## src/rtl/uio_bus_arbiter_if.sv

```systemverilog
// Requester-side bundle of the uio bus arbiter: per-requester request and
// write data in, one-hot grant and read return out.
interface uio_bus_arbiter_if #(
  parameter int N_REQ = 3
);
  logic [N_REQ-1:0]   req;
  logic [N_REQ-1:0]   drive;
  logic [N_REQ-1:0]   last;
  logic [8*N_REQ-1:0] wdata;
  logic [N_REQ-1:0]   gnt;
  logic [7:0]         rdata;
  logic [N_REQ-1:0]   rvalid;

  modport master (
    output req, drive, last, wdata,
    input  gnt, rdata, rvalid
  );

  modport slave (
    input  req, drive, last, wdata,
    output gnt, rdata, rvalid
  );
endinterface

```

## src/rtl/uio_bus_arbiter.sv

```systemverilog
// Round-robin time-sharing of the tile's bidirectional uio pins among N_REQ
// internal requesters, with a turnaround gap between owners.
module uio_bus_arbiter #(
  parameter int N_REQ    = 3,
  parameter int HOLD_MAX = 4,
  parameter int TURN_CYC = 1
) (
  input  logic                  clk,
  input  logic                  rst,
  input  logic                  ena,
  input  logic [7:0]            uio_in,
  output logic [7:0]            uio_out,
  output logic [7:0]            uio_oe,
  uio_bus_arbiter_if.slave      bus
);

  localparam int IDX_W  = $clog2(N_REQ);
  localparam int CNT_W  = $clog2(HOLD_MAX + 1);
  localparam int TURN_W = $clog2(TURN_CYC + 1);

  typedef enum logic [1:0] {ARB, OWN, TURN} state_t;

  state_t             state, state_nxt;
  logic [IDX_W-1:0]   owner, owner_nxt;
  logic [IDX_W-1:0]   ptr, ptr_nxt;
  logic               drive_lat, drive_lat_nxt;
  logic [CNT_W-1:0]   cnt, cnt_nxt, cnt_inc;
  logic [TURN_W-1:0]  turn_cnt, turn_cnt_nxt;
  logic [N_REQ-1:0]   gnt_q, gnt_nxt;
  logic [7:0]         out_q, out_nxt;
  logic [7:0]         oe_q, oe_nxt;
  logic [7:0]         rdata_q, rdata_nxt;
  logic [N_REQ-1:0]   rvalid_q, rvalid_nxt;
  logic [IDX_W-1:0]   pick;

  // First set request at or after the pointer, wrapping around.
  function automatic logic [IDX_W-1:0] rr_pick(input logic [N_REQ-1:0] r,
                                               input logic [IDX_W-1:0] p);
    logic [IDX_W-1:0] sel;
    logic             found;
    int               idx;
    sel   = '0;
    found = 1'b0;
    for (int k = 0; k < N_REQ; k++) begin
      idx = int'(p) + k;
      if (idx >= N_REQ) idx = idx - N_REQ;
      if (!found && r[idx]) begin
        found = 1'b1;
        sel   = IDX_W'(idx);
      end
    end
    return sel;
  endfunction

  function automatic logic [N_REQ-1:0] one_hot(input logic [IDX_W-1:0] i);
    return {{(N_REQ-1){1'b0}}, 1'b1} << i;
  endfunction

  always_ff @(posedge clk) begin
    if (rst) begin
      state     <= ARB;
      owner     <= '0;
      ptr       <= '0;
      drive_lat <= 1'b0;
      cnt       <= '0;
      turn_cnt  <= '0;
      gnt_q     <= '0;
      out_q     <= '0;
      oe_q      <= '0;
      rdata_q   <= '0;
      rvalid_q  <= '0;
    end else begin
      state     <= state_nxt;
      owner     <= owner_nxt;
      ptr       <= ptr_nxt;
      drive_lat <= drive_lat_nxt;
      cnt       <= cnt_nxt;
      turn_cnt  <= turn_cnt_nxt;
      gnt_q     <= gnt_nxt;
      out_q     <= out_nxt;
      oe_q      <= oe_nxt;
      rdata_q   <= rdata_nxt;
      rvalid_q  <= rvalid_nxt;
    end
  end

  always_comb begin
    state_nxt     = state;
    owner_nxt     = owner;
    ptr_nxt       = ptr;
    drive_lat_nxt = drive_lat;
    cnt_nxt       = cnt;
    turn_cnt_nxt  = turn_cnt;
    gnt_nxt       = gnt_q;
    out_nxt       = out_q;
    oe_nxt        = 8'h00;
    rdata_nxt     = rdata_q;
    rvalid_nxt    = '0;
    cnt_inc       = cnt + CNT_W'(1);
    pick          = rr_pick(bus.req, ptr);

    unique case (state)
      ARB: begin
        gnt_nxt = '0;
        if (ena && (|bus.req)) begin
          owner_nxt     = pick;
          drive_lat_nxt = bus.drive[pick];
          cnt_nxt       = '0;
          ptr_nxt       = (pick == IDX_W'(N_REQ - 1)) ? '0 : pick + IDX_W'(1);
          gnt_nxt       = one_hot(pick);
          state_nxt     = OWN;
        end
      end
      OWN: begin
        if (!bus.req[owner]) begin
          state_nxt    = TURN;
          gnt_nxt      = '0;
          turn_cnt_nxt = TURN_W'(TURN_CYC);
        end else begin
          if (drive_lat) begin
            out_nxt = bus.wdata[8*int'(owner) +: 8];
            oe_nxt  = 8'hFF;
          end else begin
            rdata_nxt  = uio_in;
            rvalid_nxt = one_hot(owner);
          end
          cnt_nxt = (cnt == CNT_W'(HOLD_MAX)) ? cnt : cnt_inc;
          // Forced release once this beat uses up the grant's beat budget.
          if (bus.last[owner] || (cnt_inc == CNT_W'(HOLD_MAX))) begin
            state_nxt    = TURN;
            gnt_nxt      = '0;
            turn_cnt_nxt = TURN_W'(TURN_CYC);
          end
        end
      end
      TURN: begin
        gnt_nxt = '0;
        if (turn_cnt <= TURN_W'(1)) begin
          turn_cnt_nxt = '0;
          state_nxt    = ARB;
        end else begin
          turn_cnt_nxt = turn_cnt - TURN_W'(1);
        end
      end
      default: begin
        state_nxt = ARB;
        gnt_nxt   = '0;
      end
    endcase
  end

  assign uio_out    = out_q;
  assign uio_oe     = oe_q;
  assign bus.gnt    = gnt_q;
  assign bus.rdata  = rdata_q;
  assign bus.rvalid = rvalid_q;

endmodule

```

## src/flat_wrapper.sv

```systemverilog
// flat-port wrapper written by rule: the top's interface ports become plain ports
module uio_bus_arbiter_flat 
#(
  parameter int N_REQ    = 3,
  parameter int HOLD_MAX = 4,
  parameter int TURN_CYC = 1
)
  (clk, rst, ena, uio_in, uio_out, uio_oe, bus_req, bus_drive, bus_last, bus_wdata, bus_gnt, bus_rdata, bus_rvalid);
  uio_bus_arbiter_if #(.N_REQ(N_REQ)) bus_i ();
  input  logic clk;
  input  logic rst;
  input  logic ena;
  input  logic [7:0] uio_in;
  output logic [7:0] uio_out;
  output logic [7:0] uio_oe;
  input wire logic [$bits(bus_i.req)-1:0] bus_req;
  input wire logic [$bits(bus_i.drive)-1:0] bus_drive;
  input wire logic [$bits(bus_i.last)-1:0] bus_last;
  input wire logic [$bits(bus_i.wdata)-1:0] bus_wdata;
  output wire logic [$bits(bus_i.gnt)-1:0] bus_gnt;
  output wire logic [$bits(bus_i.rdata)-1:0] bus_rdata;
  output wire logic [$bits(bus_i.rvalid)-1:0] bus_rvalid;
  assign bus_i.req = bus_req;
  assign bus_i.drive = bus_drive;
  assign bus_i.last = bus_last;
  assign bus_i.wdata = bus_wdata;
  assign bus_gnt = bus_i.gnt;
  assign bus_rdata = bus_i.rdata;
  assign bus_rvalid = bus_i.rvalid;
  uio_bus_arbiter #(.N_REQ(N_REQ), .HOLD_MAX(HOLD_MAX), .TURN_CYC(TURN_CYC)) u_core (.clk(clk), .rst(rst), .ena(ena), .uio_in(uio_in), .uio_out(uio_out), .uio_oe(uio_oe), .bus(bus_i));
endmodule
```

## config.mk

```make
export PLATFORM = sky130hd
export DESIGN_NAME = uio_bus_arbiter_flat
export DESIGN_NICKNAME = d
export VERILOG_FILES = /design/src/rtl/uio_bus_arbiter_if.sv /design/src/rtl/uio_bus_arbiter.sv /design/src/flat_wrapper.sv
export SDC_FILE = /design/constraint.sdc
export NUM_CORES = 1
export LEC_CHECK = 0
export BUFFER_PORTS_ARGS = -buffer_cell sky130_fd_sc_hd__buf_2
export CAP_MARGIN = 20
export CELL_PAD_IN_SITES_DETAIL_PLACEMENT = 1
export CELL_PAD_IN_SITES_GLOBAL_PLACEMENT = 2
export CORE_MARGIN = 5
export CORE_UTILIZATION = 27
export CTS_CLUSTER_SIZE = 16
export DETAILED_ROUTE_END_ITERATION = 6
export HOLD_SLACK_MARGIN = 0.03
export PLACE_DENSITY_LB_ADDON = 0.1
export SYNTH_ARGS = -nofsm -noshare
export SYNTH_HDL_FRONTEND = slang
export SYNTH_SLANG_ARGS = --single-unit
```

## constraint.sdc

```tcl
create_clock -name clk -period 2.3 [get_ports clk]
set_input_delay 0 -clock clk [delete_from_list [all_inputs] [get_ports clk]]
set_output_delay 0 -clock clk [all_outputs]
set_load 0.03 [all_outputs]
```

# Word-level counts from Yosys, hierarchy flattened
# Cells that the tools add are included.
# totals
regBits	41
out_inout_bits	30
# op_classes
addsub	8
order_cmp	9
eq_ne	10
n_shift	3
muxes	42
bitwise	3
reduce_logical	18
# op_table
op	count
$lt 32x4->1 const B	3
$mux 32	3
$ge 32x3->1 const B	2
$sub 32x3->32 const B	2
$shiftx 24x6->8	1
$mux 3	6
$mux 2	8
$mux 1	14
$bmux 1 s2	6
$pmux 3 s2	2
$reduce_and 3->1	3
$mux 8	1
$eq 3x3->1 const B	2
$lt 2x3->1 const B	2
$ne 2x1->1 const B	3
$pmux 2 s3	1
$reduce_or 3->1	2
$shl 1x2->3 const A	2
$eq 2x2->1 const B	2
$reduce_and 2->1	2
$reduce_and 4->1	1
$reduce_bool 2->1	2
$reduce_or 4->1	1
$add 2x1->3 const B	1
other kinds (16)	21

# Depth between registers and ports, before layout
# Gate-level depths: netlist of run 1.
# depth
word_depth	15
depth_mapped	9
mapped_depth_nobuf	8

# Worst setup path before layout of run 1
# No wires, ideal clock.
# synth_path
path_type	reg-to-reg
start	register u_core.ptr[0]
end	register u_core.drive_lat
t_arrival_ns	1.891
required_time_ns	2.157
slack_ns	0.266
stages_incl_launch_ff	10
path_cell_list	dfxtp_1 -> inv_1 -> ha_1 -> buf_2 -> and4bb_2 -> nor2_1 -> a22o_1 -> a211oi_2 -> mux2i_1 -> a21oi_1
# synth_between
elab_chain_len	14
word_cells_on_any_way	31
# synth_lines
element	line	rtl
start, declared	uio_bus_arbiter.sv:25	logic [IDX_W-1:0] ptr, ptr_nxt;
start signal, assigned	uio_bus_arbiter.sv:75	ptr <= ptr_nxt;
parallel branches: the longest is 11 deep, another holds $sub 32x3->32	--	
$mux 2 *	uio_bus_arbiter.sv:47	if (!found && r[idx]) begin
$bmux 1 s2 *	uio_bus_arbiter.sv:107	drive_lat_nxt = bus.drive[pick];
$mux 1 (implied by the code) *	uio_bus_arbiter.sv:107	
end signal, assigned	uio_bus_arbiter.sv:76	drive_lat <= drive_lat_nxt;
end, declared	uio_bus_arbiter.sv:26	logic drive_lat, drive_lat_nxt;
# Every way passes the cells marked *. The select of a mux whose other input is x is not followed.
# A chain may end at the register's enable or synchronous reset.

# Worst setup path after layout of run 1
# Ends and elaborated chain as after synthesis.

==> results.cfg, run 1 <==
[outcome]
run_status = complete, no violations

[yosys]
postSynthAreaPerCell_um2 = 9.00
ys_warn_count = 0
ys_async_sr_fraction_pct = 0
synth-edff-count = 0
synthesis.area_um2 = 1790
synth_top_flop_cell = dfxtp_1
ys_ff_latch = 33
syn-num-nets = 250
seq_area_frac_synth_pct = 36.9
yosys.cell_types.count = 44
synthCells = 199

[placed_design]
io_buffers = 73
post-place-cells = 337
routabilityCongestion = 0.752
hpwlAfterDp_um = 3860
dpl-instance-area_um2 = 2190

[route]
initialDrtViolationCount = 37
avgViaCountPerCell = 4.66
dr.pass1.iters = 4
ant_nets = 0
drt_drc_violations_left = 0
wl_per_cell_um = 14.4
routed-via-count = 1665
routed_wirelength_um = 5140

[final_layout]
finalInstanceArea_um2 = 2440
final_util_pct = 38.2
nNetsFinal = 330
final_layout_size_suffix_gt1_share_pct = 35.4
insertedDiodeCount = 0
finish.cell_count_without_fillers = 357
mostFrequentLayoutCell = buf_2
layout.cells.most_common_list = buf_2, nor2_1, dfxtp_1
area_growth_pct = 36.3
fill_cells = 787

[timing]
finalSetupTns_ps = 0
max_freq_ghz = 0.468
max_slew.worst_pin.slew_ps = 618
unrepaired_setup_endpoints_after_global_routing = no
maxSlewHeadroom_pct = 58.8
report.final.hold_viol_count = 0
fin_crit_ps = 2140
setup_viol_count_final = 0
finalCritPeriodShare_pct = 92.9
final-max-slew-violation-count = 0
clock_skew_ps = 5.76

[critical_path]
timing.critical_path.arrival_ps = 2310
crit_type = reg -> reg
regToRegEndpoint = u_core.drive_lat
critPathCapture = u_core.drive_lat
end_kind = flip-flop
r2r_start = u_core.ptr[0]
worstPathRequired_ps = 2470
path_max_fanout = 8
reg2reg_slack_ps = 160
r2r.worst_path.cells = 8
worst_setup_path_startpoint = u_core.ptr[0]
crit_path_start_kind = flip-flop

[global_routing]
vias_in_the_first_global_route = 1772
grt_usage_pct = 12.6
grt_max_degree = 33
grt.overflow.total = 0
grt_pass1_wl_um = 8710
grt_antenna_before_repair = 0

[floorplanning]
width_of_the_die_um = 91.4
area_enclosed_by_the_die_boundary_um2 = 8360
initial_utilization_pct = 28.0
floorplan.core_area_um2 = 6390
die_height_um = 91.4
boundaryPins = 74
placementRows = 29

[clock_network]
clk-insertion-delay-late_ps = 290
cts.clk_slew.worst_paths_ps = 70
clk_path_buf_depth = 2
tritoncts = yes
cts_post_setup_buffers_inserted = 0
cts_sinks = 33
clk_root_buffer_cell = clkbuf_8
cts_inserted_buffers = 5
h_tree_depth = 2

[min_path]
worstHoldPathType = in -> reg

[power]
power-per-cell-area_nw_per_um2 = 671
highest_ir_drop_seen_on_vdd_mv = 0.228
finalPower_mw = 1.64
static-leakage-power_nw = 1.08

[job]
maxCapViolCount = 0
[Yosys cell counts, types with 2 or more instances]
cell type,count,area [um^2]
a211oi_1,9,67.6
a21oi_1,18,90.1
a22oi_1,2,15.0
and4bb_2,2,25.0
buf_2,4,20.0
buf_4,8,60.1
clkbuf_1,5,18.8
dfxtp_1,33,661
ha_1,7,87.6
inv_1,6,22.5
mux2i_1,21,210
nand2_1,4,15.0
nand2b_1,3,18.8
nand3_1,3,15.0
nand3b_1,3,22.5
nor2_1,36,135
nor2b_1,2,12.5
nor3_1,3,15.0
nor4b_1,2,17.5
o21a_1,3,22.5
o21ai_0,2,10.0
[worst min-delay path by stage]
stage / cells past startpoint / slack [ps] / from / end
2_1_floorplan: 1 / 80 / rst / u_core.bus.rvalid[1]
3_3_place_gp: 3 / 240 / uio_in[6] / u_core.bus.rdata[6]
3_5_place_dp: 3 / 250 / uio_in[0] / u_core.bus.rdata[0]
4_1_cts: 3 / 50 / bus_wdata[15] / u_core.uio_out[7]
5_1_grt: 3 / 70 / bus_wdata[15] / u_core.uio_out[7]
6_report: 3 / 50 / bus_wdata[9] / u_core.uio_out[1]
[area by class of cell]
cell class / instances / area, um^2 / area share (%)
clock buffer: 7 / 86.3 / 3.54
clock inverter: 1 / 30.0 / 1.23
inverter: 6 / 22.5 / 0.923
multi-input combinational: 142 / 1010 / 41.5
sequential: 33 / 661 / 27.1
tap: 77 / 96.3 / 3.95
timing repair buffer: 91 / 531 / 21.7
[logic make-up after synthesis]
group | Yosys count | synth area share, %
adders and majority gates | 7 | 4.89
DFF | 33 | 36.9
and+or+nand+nor | 69 | 21.0
AOI/OAI and AO/OA | 45 | 18.0
muxes | 21 | 11.7
buffers and inverters | 24 | 7.41
[per-stage QoR]
stage | setup WS [ps] | hold slack, ps
detailed placement | 107 | 246
global placement | 147 | 242
CTS | 93.7 | 46.8
floorplan | 266 | 77.5
global route | 30.6 | 67.3
finish | 162 | 51.4
[state kept, by name, summed over array words and instances, names as in the netlist]
name,flops
u_core.ptr,2
u_core.state,2
u_core.uio_oe,1
u_core.cnt,3
u_core.bus.rdata,8
u_core.drive_lat,1
u_core.bus.rvalid,3
u_core.owner,2
u_core.uio_out,8
u_core.bus.gnt,3
[where the power goes]
group          switching, mW  internal (mW)
clock network          0.219          0.353
logic                  0.242          0.198
registers             0.0249          0.601
total                  0.486           1.15
[metal layers]
metal | up-vias | global-route usage (%) | wire length, um
met5 | - | 0 | 0
met4 | 0 | 2.93 | 50
met3 | 5 | 4.55 | 373
met2 | 40 | 20.9 | 2430
met1 | 767 | 15.6 | 2290
li1 | 853 | - | -
[worst max-delay path: stages, from the launching register on]
cell and delay (ps):
dfxtp_1 380, inv_1 80, ha_2 390, and4bb_2 230
nor2_1 60, a22o_1 290, a211oi_4 290, mux2i_1 230
a21oi_1 80
[repair_timing]
action / 4_1_cts / 5_1_grt
resized for setup: 0 / 3
endpoints found under the setup margin: 0 / 3
hold endpoints to repair: 10 / 0
hold buffers: 12 / 0
Power figures use the tool's default switching activity.
==> run 2: changes to the inputs <==
--- a/config.mk
+++ b/config.mk
@@ -10,7 +10,7 @@
 export CELL_PAD_IN_SITES_DETAIL_PLACEMENT = 1
 export CELL_PAD_IN_SITES_GLOBAL_PLACEMENT = 2
 export CORE_MARGIN = 5
-export CORE_UTILIZATION = 27
+export CORE_UTILIZATION = 29
 export CTS_CLUSTER_SIZE = 16
 export DETAILED_ROUTE_END_ITERATION = 6
 export HOLD_SLACK_MARGIN = 0.03
==> constraint.sdc (replaced) <==
create_clock -name clk -period 2.5 [get_ports clk]
set_input_delay 0 -clock clk [delete_from_list [all_inputs] [get_ports clk]]
set_output_delay 0 -clock clk [all_outputs]
set_load 0.03 [all_outputs]
==> run 2 against run 1 <==
Net effect:
- clock skew down 3.8 ps
- routed wire length down 2.3%
- global-route usage up 0.87 points
- die area down 6.2%
- largest power group unchanged
- flip-flop and latch count unchanged
- highest routed layer unchanged
- critical endpoint unchanged
- design area down 2.4%
- critical path depth unchanged
- maximum frequency down 5.2%
- hold slack worse by 1.7 ps
- combinational power down 10%
==> results.cfg, run 2 (same netlist as run 1, synthesis figures left out) <==
[power]
static-leakage-power_nw = 1.06
intPower_uw = 944
highest_ir_drop_seen_on_vdd_mv = 0.287
sw_frac_of_total_pct = 31.0
power-per-cell-area_nw_per_um2 = 575
power.net_switching_uw = 425
finalPower_mw = 1.37
power.clock.fraction_pct = 29.2
share_seq_of_total_power_pct = 42.0
power_frac_comb_pct = 28.8

[critical_path]
worstPathCellList = inv_1, ha_1, and4bb_2, nor2_1, a22o_1, a211oi_4, mux2i_1, a21oi_1
r2r_start = u_core.ptr[0]
end_kind = flip-flop
crit_type = reg -> reg
critPathSlowestCell = ha_1
path_max_fanout = 10
worstPathRequired_ps = 2670
timing.critical_path.arrival_ps = 2420
reg2reg_slack_ps = 240
timing.critical_path.buf_inv = 1
critical_path.top_delay_family = compound AO/OA/AOI/OAI gates
r2r.worst_path.cells = 8
cpPeakStageDelay_ps = 450
regToRegEndpoint = u_core.drive_lat
crit_path_start_kind = flip-flop

[clock_network]
tritoncts = yes
cts_inserted_buffers = 5
cts.clk_slew.worst_paths_ps = 60
clk_path_buf_depth = 2
clk_root_buffer_cell = clkbuf_8
h_tree_depth = 2
cts_sinks = 33
clk-insertion-delay-late_ps = 280

[floorplanning]
initial_utilization_pct = 30.1
die_height_um = 88.6
width_of_the_die_um = 88.6
placementRows = 28
floorplan.core_area_um2 = 5960
boundaryPins = 74
area_enclosed_by_the_die_boundary_um2 = 7850

[timing]
fin_crit_ps = 2260
final-max-slew-violation-count = 0
clock_skew_ps = 1.91
finalWorstSetupSlack_ps = 245
finalCritPeriodShare_pct = 90.2
max_freq_ghz = 0.443
maxSlewHeadroom_pct = 60.0
finalSetupTns_ps = 0
setup_viol_count_final = 0
max_slew.worst_pin.slew_ps = 600
report.final.hold_viol_count = 0
unrepaired_setup_endpoints_after_global_routing = no

[placed_design]
io_buffers = 73
post-place-ws_ps = 259
dpl-instance-area_um2 = 2180
hpwlAfterDp_um = 3790
routabilityCongestion = 0.711

[route]
wl_per_cell_um = 14.3
met1Wirelength_um = 2280
ant_nets = 0
top_routing_layer_in_use = met4
initialDrtViolationCount = 33
met2_length_um = 2330
routed-via-count = 1658
dr.pass1.iters = 4
avgViaCountPerCell = 4.71
wl_met3_um = 392
routed_wirelength_um = 5030
drt_drc_violations_left = 0

[final_layout]
insertedDiodeCount = 0
layout.cells.most_common_list = buf_2, nor2_1, dfxtp_1
area_growth_pct = 33.0
final_util_pct = 40.0
fill_cells = 733
finalInstanceArea_um2 = 2380
final_layout_size_suffix_gt1_share_pct = 34.3
mostFrequentLayoutCell = buf_2
nNetsFinal = 328

[outcome]
run_status = complete, no violations

[global_routing]
grt_usage_pct = 13.5
vias_in_the_first_global_route = 1687
grt.overflow.total = 0
grt_antenna_before_repair = 0
grt_max_degree = 33
grt_pass1_wl_um = 8100

[min_path]
worstHoldPathType = in -> reg
worst_hold_path.endpoint = u_core.uio_out[6]
min_delay_path_depth = 3
hold_path.startpoint = bus_wdata[14]

[job]
maxCapViolCount = 0
==> run 2: cell type report <==
type / count / area [um^2] / area share (%)
flip-flops and latches: 33 / 661 / 27.7
repair buffers: 89 / 513 / 21.5
well taps: 75 / 93.8 / 3.94
clock buffers: 7 / 86.3 / 3.63
inverters: 6 / 22.5 / 0.946
multi-input cells: 142 / 1000 / 42.2
==> run 2: worst max-delay path by stage <==
| stage | startpoint | end | cells past startpoint |
|---|---|---|---|
| detailed placement | u_core.ptr[0] | u_core.drive_lat | 8 |
| finish | u_core.ptr[0] | u_core.drive_lat | 8 |
| global placement | u_core.ptr[0] | u_core.drive_lat | 8 |
| floorplan | u_core.ptr[0] | u_core.drive_lat | 9 |
| global route | u_core.ptr[0] | u_core.drive_lat | 8 |
| CTS | u_core.ptr[0] | u_core.drive_lat | 8 |
==> run 2: power groups by stage <==
stage          Combinational (mW)  Clock (mW)  Sequential [mW]
4_1_cts                     0.393       0.416            0.576
3_5_place_dp                0.378           0            0.588
6_report                    0.394       0.399            0.576
3_3_place_gp                0.377           0            0.587
5_1_grt                     0.441       0.442            0.580
2_1_floorplan               0.243           0            0.606
==> run 2: timing repair <==
item / 4_1_cts / 5_1_grt
setup endpoints to repair: 0 / 1
gates resized for setup: 0 / 1
hold buffers: 11 / 0
endpoints found under the hold margin: 9 / 0
buffers inserted: 0 / 0
==> run 2: routing by layer <==
| metal | global-route usage [%] | vias up |
|---|---|---|
| met4 | 3.30 | 0 |
| met1 | 16.8 | 765 |
| met2 | 22.4 | 41 |
| li1 | - | 850 |
| met3 | 4.66 | 2 |
| met5 | 0 | - |
==> run 2: stage by stage <==
step | hold slack, ps | std cells
2_1_floorplan | 77.5 | 199
3_3_place_gp | 239 | 334
3_5_place_dp | 249 | 334
4_1_cts | 43.3 | 352
5_1_grt | 44.6 | 352
6_report | 49.7 | 352
==> run 2: worst register-to-register path: stages (launching register included) <==
cell and delay (ps):
dfxtp_1 380, inv_1 80, ha_1 450, and4bb_2 260, nor2_1 60, a22o_1 280
a211oi_4 310, mux2i_1 240, a21oi_1 80
==> run 3: changes to the inputs <==
--- a/config.mk
+++ b/config.mk
@@ -14,7 +14,7 @@
 export CTS_CLUSTER_SIZE = 16
 export DETAILED_ROUTE_END_ITERATION = 6
 export HOLD_SLACK_MARGIN = 0.03
-export PLACE_DENSITY_LB_ADDON = 0.1
+export PLACE_DENSITY_LB_ADDON = 0.15
 export SYNTH_ARGS = -nofsm -noshare
 export SYNTH_HDL_FRONTEND = slang
 export SYNTH_SLANG_ARGS = --single-unit
==> run 3 against run 2 <==
Net effect:
- critical path type unchanged
- critical endpoint unchanged
- hold slack got worse by 4.7 ps
- final cell count grew 0.57%
- largest cell class unchanged
- clock power rose by 51%
- design area rose by 2.0%
- total power grew 14%
- global-route usage is 0.16 points higher
==> results.cfg, run 3 (same netlist as run 1, synthesis figures left out) <==
[global_routing]
grt_usage_pct = 13.7
grt_antenna_before_repair = 0
grt.overflow.total = 0
grt_pass1_wl_um = 8200
grt_max_degree = 33
vias_in_the_first_global_route = 1683

[clock_network]
cts_inserted_buffers = 5
h_tree_depth = 2
cts_sinks = 33
clk-insertion-delay-late_ps = 290
cts.clk_slew.worst_paths_ps = 70
cts_hold_buffers = 11
tritoncts = yes
cts_post_setup_buffers_inserted = 0
clk_path_buf_depth = 2
clk_root_buffer_cell = clkbuf_8
ctsResizeCount = 0

[placed_design]
hpwlAfterDp_um = 3860
post-place-ws_ps = 270
dpl-instance-area_um2 = 2180
post-place-cells = 335
routabilityCongestion = 0.804
io_buffers = 73

[critical_path]
cpPeakStageDelay_ps = 440
crit_path_start_kind = flip-flop
path_max_fanout = 10
worstPathRequired_ps = 2680
r2r.worst_path.cells = 8
end_kind = flip-flop
crit_type = reg -> reg
r2r_start = u_core.ptr[0]
critPathSlowestCell = ha_1
reg2reg_slack_ps = 280
worst_setup_path_startpoint = u_core.ptr[0]
timing.critical_path.arrival_ps = 2400
regToRegEndpoint = u_core.drive_lat
critPathCapture = u_core.drive_lat
worstPathCellList = inv_1, ha_1, and4bb_2, nor2_1, a22o_1, a211oi_2, mux2i_1, a21oi_1

[floorplanning]
placementRows = 28
initial_utilization_pct = 30.1
die_height_um = 88.6
width_of_the_die_um = 88.6
area_enclosed_by_the_die_boundary_um2 = 7850
floorplan.core_area_um2 = 5960
boundaryPins = 74

[timing]
maxSlewHeadroom_pct = 59.4
setup_viol_count_final = 0
clock_skew_ps = 6.87
finalHoldWorstSlack_ps = 45.0
fin_crit_ps = 2220
max_freq_ghz = 0.450
report.final.hold_viol_count = 0
finalCritPeriodShare_pct = 88.9
finalSetupTns_ps = 0
unrepaired_setup_endpoints_after_global_routing = no
final-max-slew-violation-count = 0
max_slew.worst_pin.slew_ps = 609
finalWorstSetupSlack_ps = 277

[final_layout]
insertedDiodeCount = 0
finalInstanceArea_um2 = 2430
mostFrequentLayoutCell = buf_2
layout.cells.most_common_list = buf_2, nor2_1, dfxtp_1
final_layout_size_suffix_gt1_share_pct = 35.1
area_growth_pct = 35.6
nNetsFinal = 329
finish.cell_count_without_fillers = 354

[power]
power-per-cell-area_nw_per_um2 = 645
static-leakage-power_nw = 1.08
highest_ir_drop_seen_on_vdd_mv = 0.247

[route]
wl_per_cell_um = 14.6
ant_nets = 0
dr.pass1.iters = 4
initialDrtViolationCount = 67
routed_wirelength_um = 5180
avgViaCountPerCell = 4.69
routed-via-count = 1660
drt_drc_violations_left = 0

[job]
maxCapViolCount = 0

[min_path]
worstHoldPathType = in -> reg

[outcome]
run_status = complete, no violations
-- run 3: worst min path at each step --
stage,start,slack (ps),end,cells after the start
finish,bus_wdata[10],40,u_core.uio_out[2],3
global route,bus_wdata[10],50,u_core.uio_out[2],3
CTS,bus_wdata[10],40,u_core.uio_out[2],3
detailed placement,uio_in[2],240,u_core.bus.rdata[2],3
global placement,uio_in[1],240,u_core.bus.rdata[1],3
floorplan,rst,80,u_core.bus.rvalid[1],1
-- run 3: layout make-up --
type | instances | area, um^2
Clock buffer | 5 | 68.8
Clock inverter | 3 | 65.1
Fill cell | 738 | 3530
Inverter | 6 | 22.5
Multi-Input combinational cell | 142 | 997
Sequential cell | 33 | 661
Tap cell | 75 | 93.8
Timing Repair Buffer | 90 | 520
-- run 3: metrics by stage --
step | utilization [%] | total power, mW
4_1_cts | 40.8 | 1.59
6_report | 40.8 | 1.57
3_5_place_dp | 36.7 | 0.967
2_1_floorplan | - | 0.850
3_3_place_gp | 36.7 | 0.965
5_1_grt | 40.8 | 1.66
-- run 3: per-layer routing --
layer	GRT usage [%]	vias up	routed length, um
li1	-	849	-
met1	16.7	764	2320
met2	23.0	39	2480
met3	3.63	8	307
met4	4.95	0	71
met5	0	-	0
-- run 3: worst max-delay path: cells and delay by family (launching register included) --
kind                     cells  cell delay, ps
flip-flops                   1             380
AO/OA/AOI/OAI                3             670
AND/OR/NAND/NOR              2             320
multiplexers                 1             220
buffers and inverters        1              80
adder cells (fa/ha/maj)      1             440
-- run 3: power breakdown --
part           total, mW  internal (mW)  leakage [nW]  switching (mW)
registers          0.578          0.553         0.268          0.0256
logic              0.385          0.171         0.749           0.214
clock network      0.603          0.396        0.0681           0.207
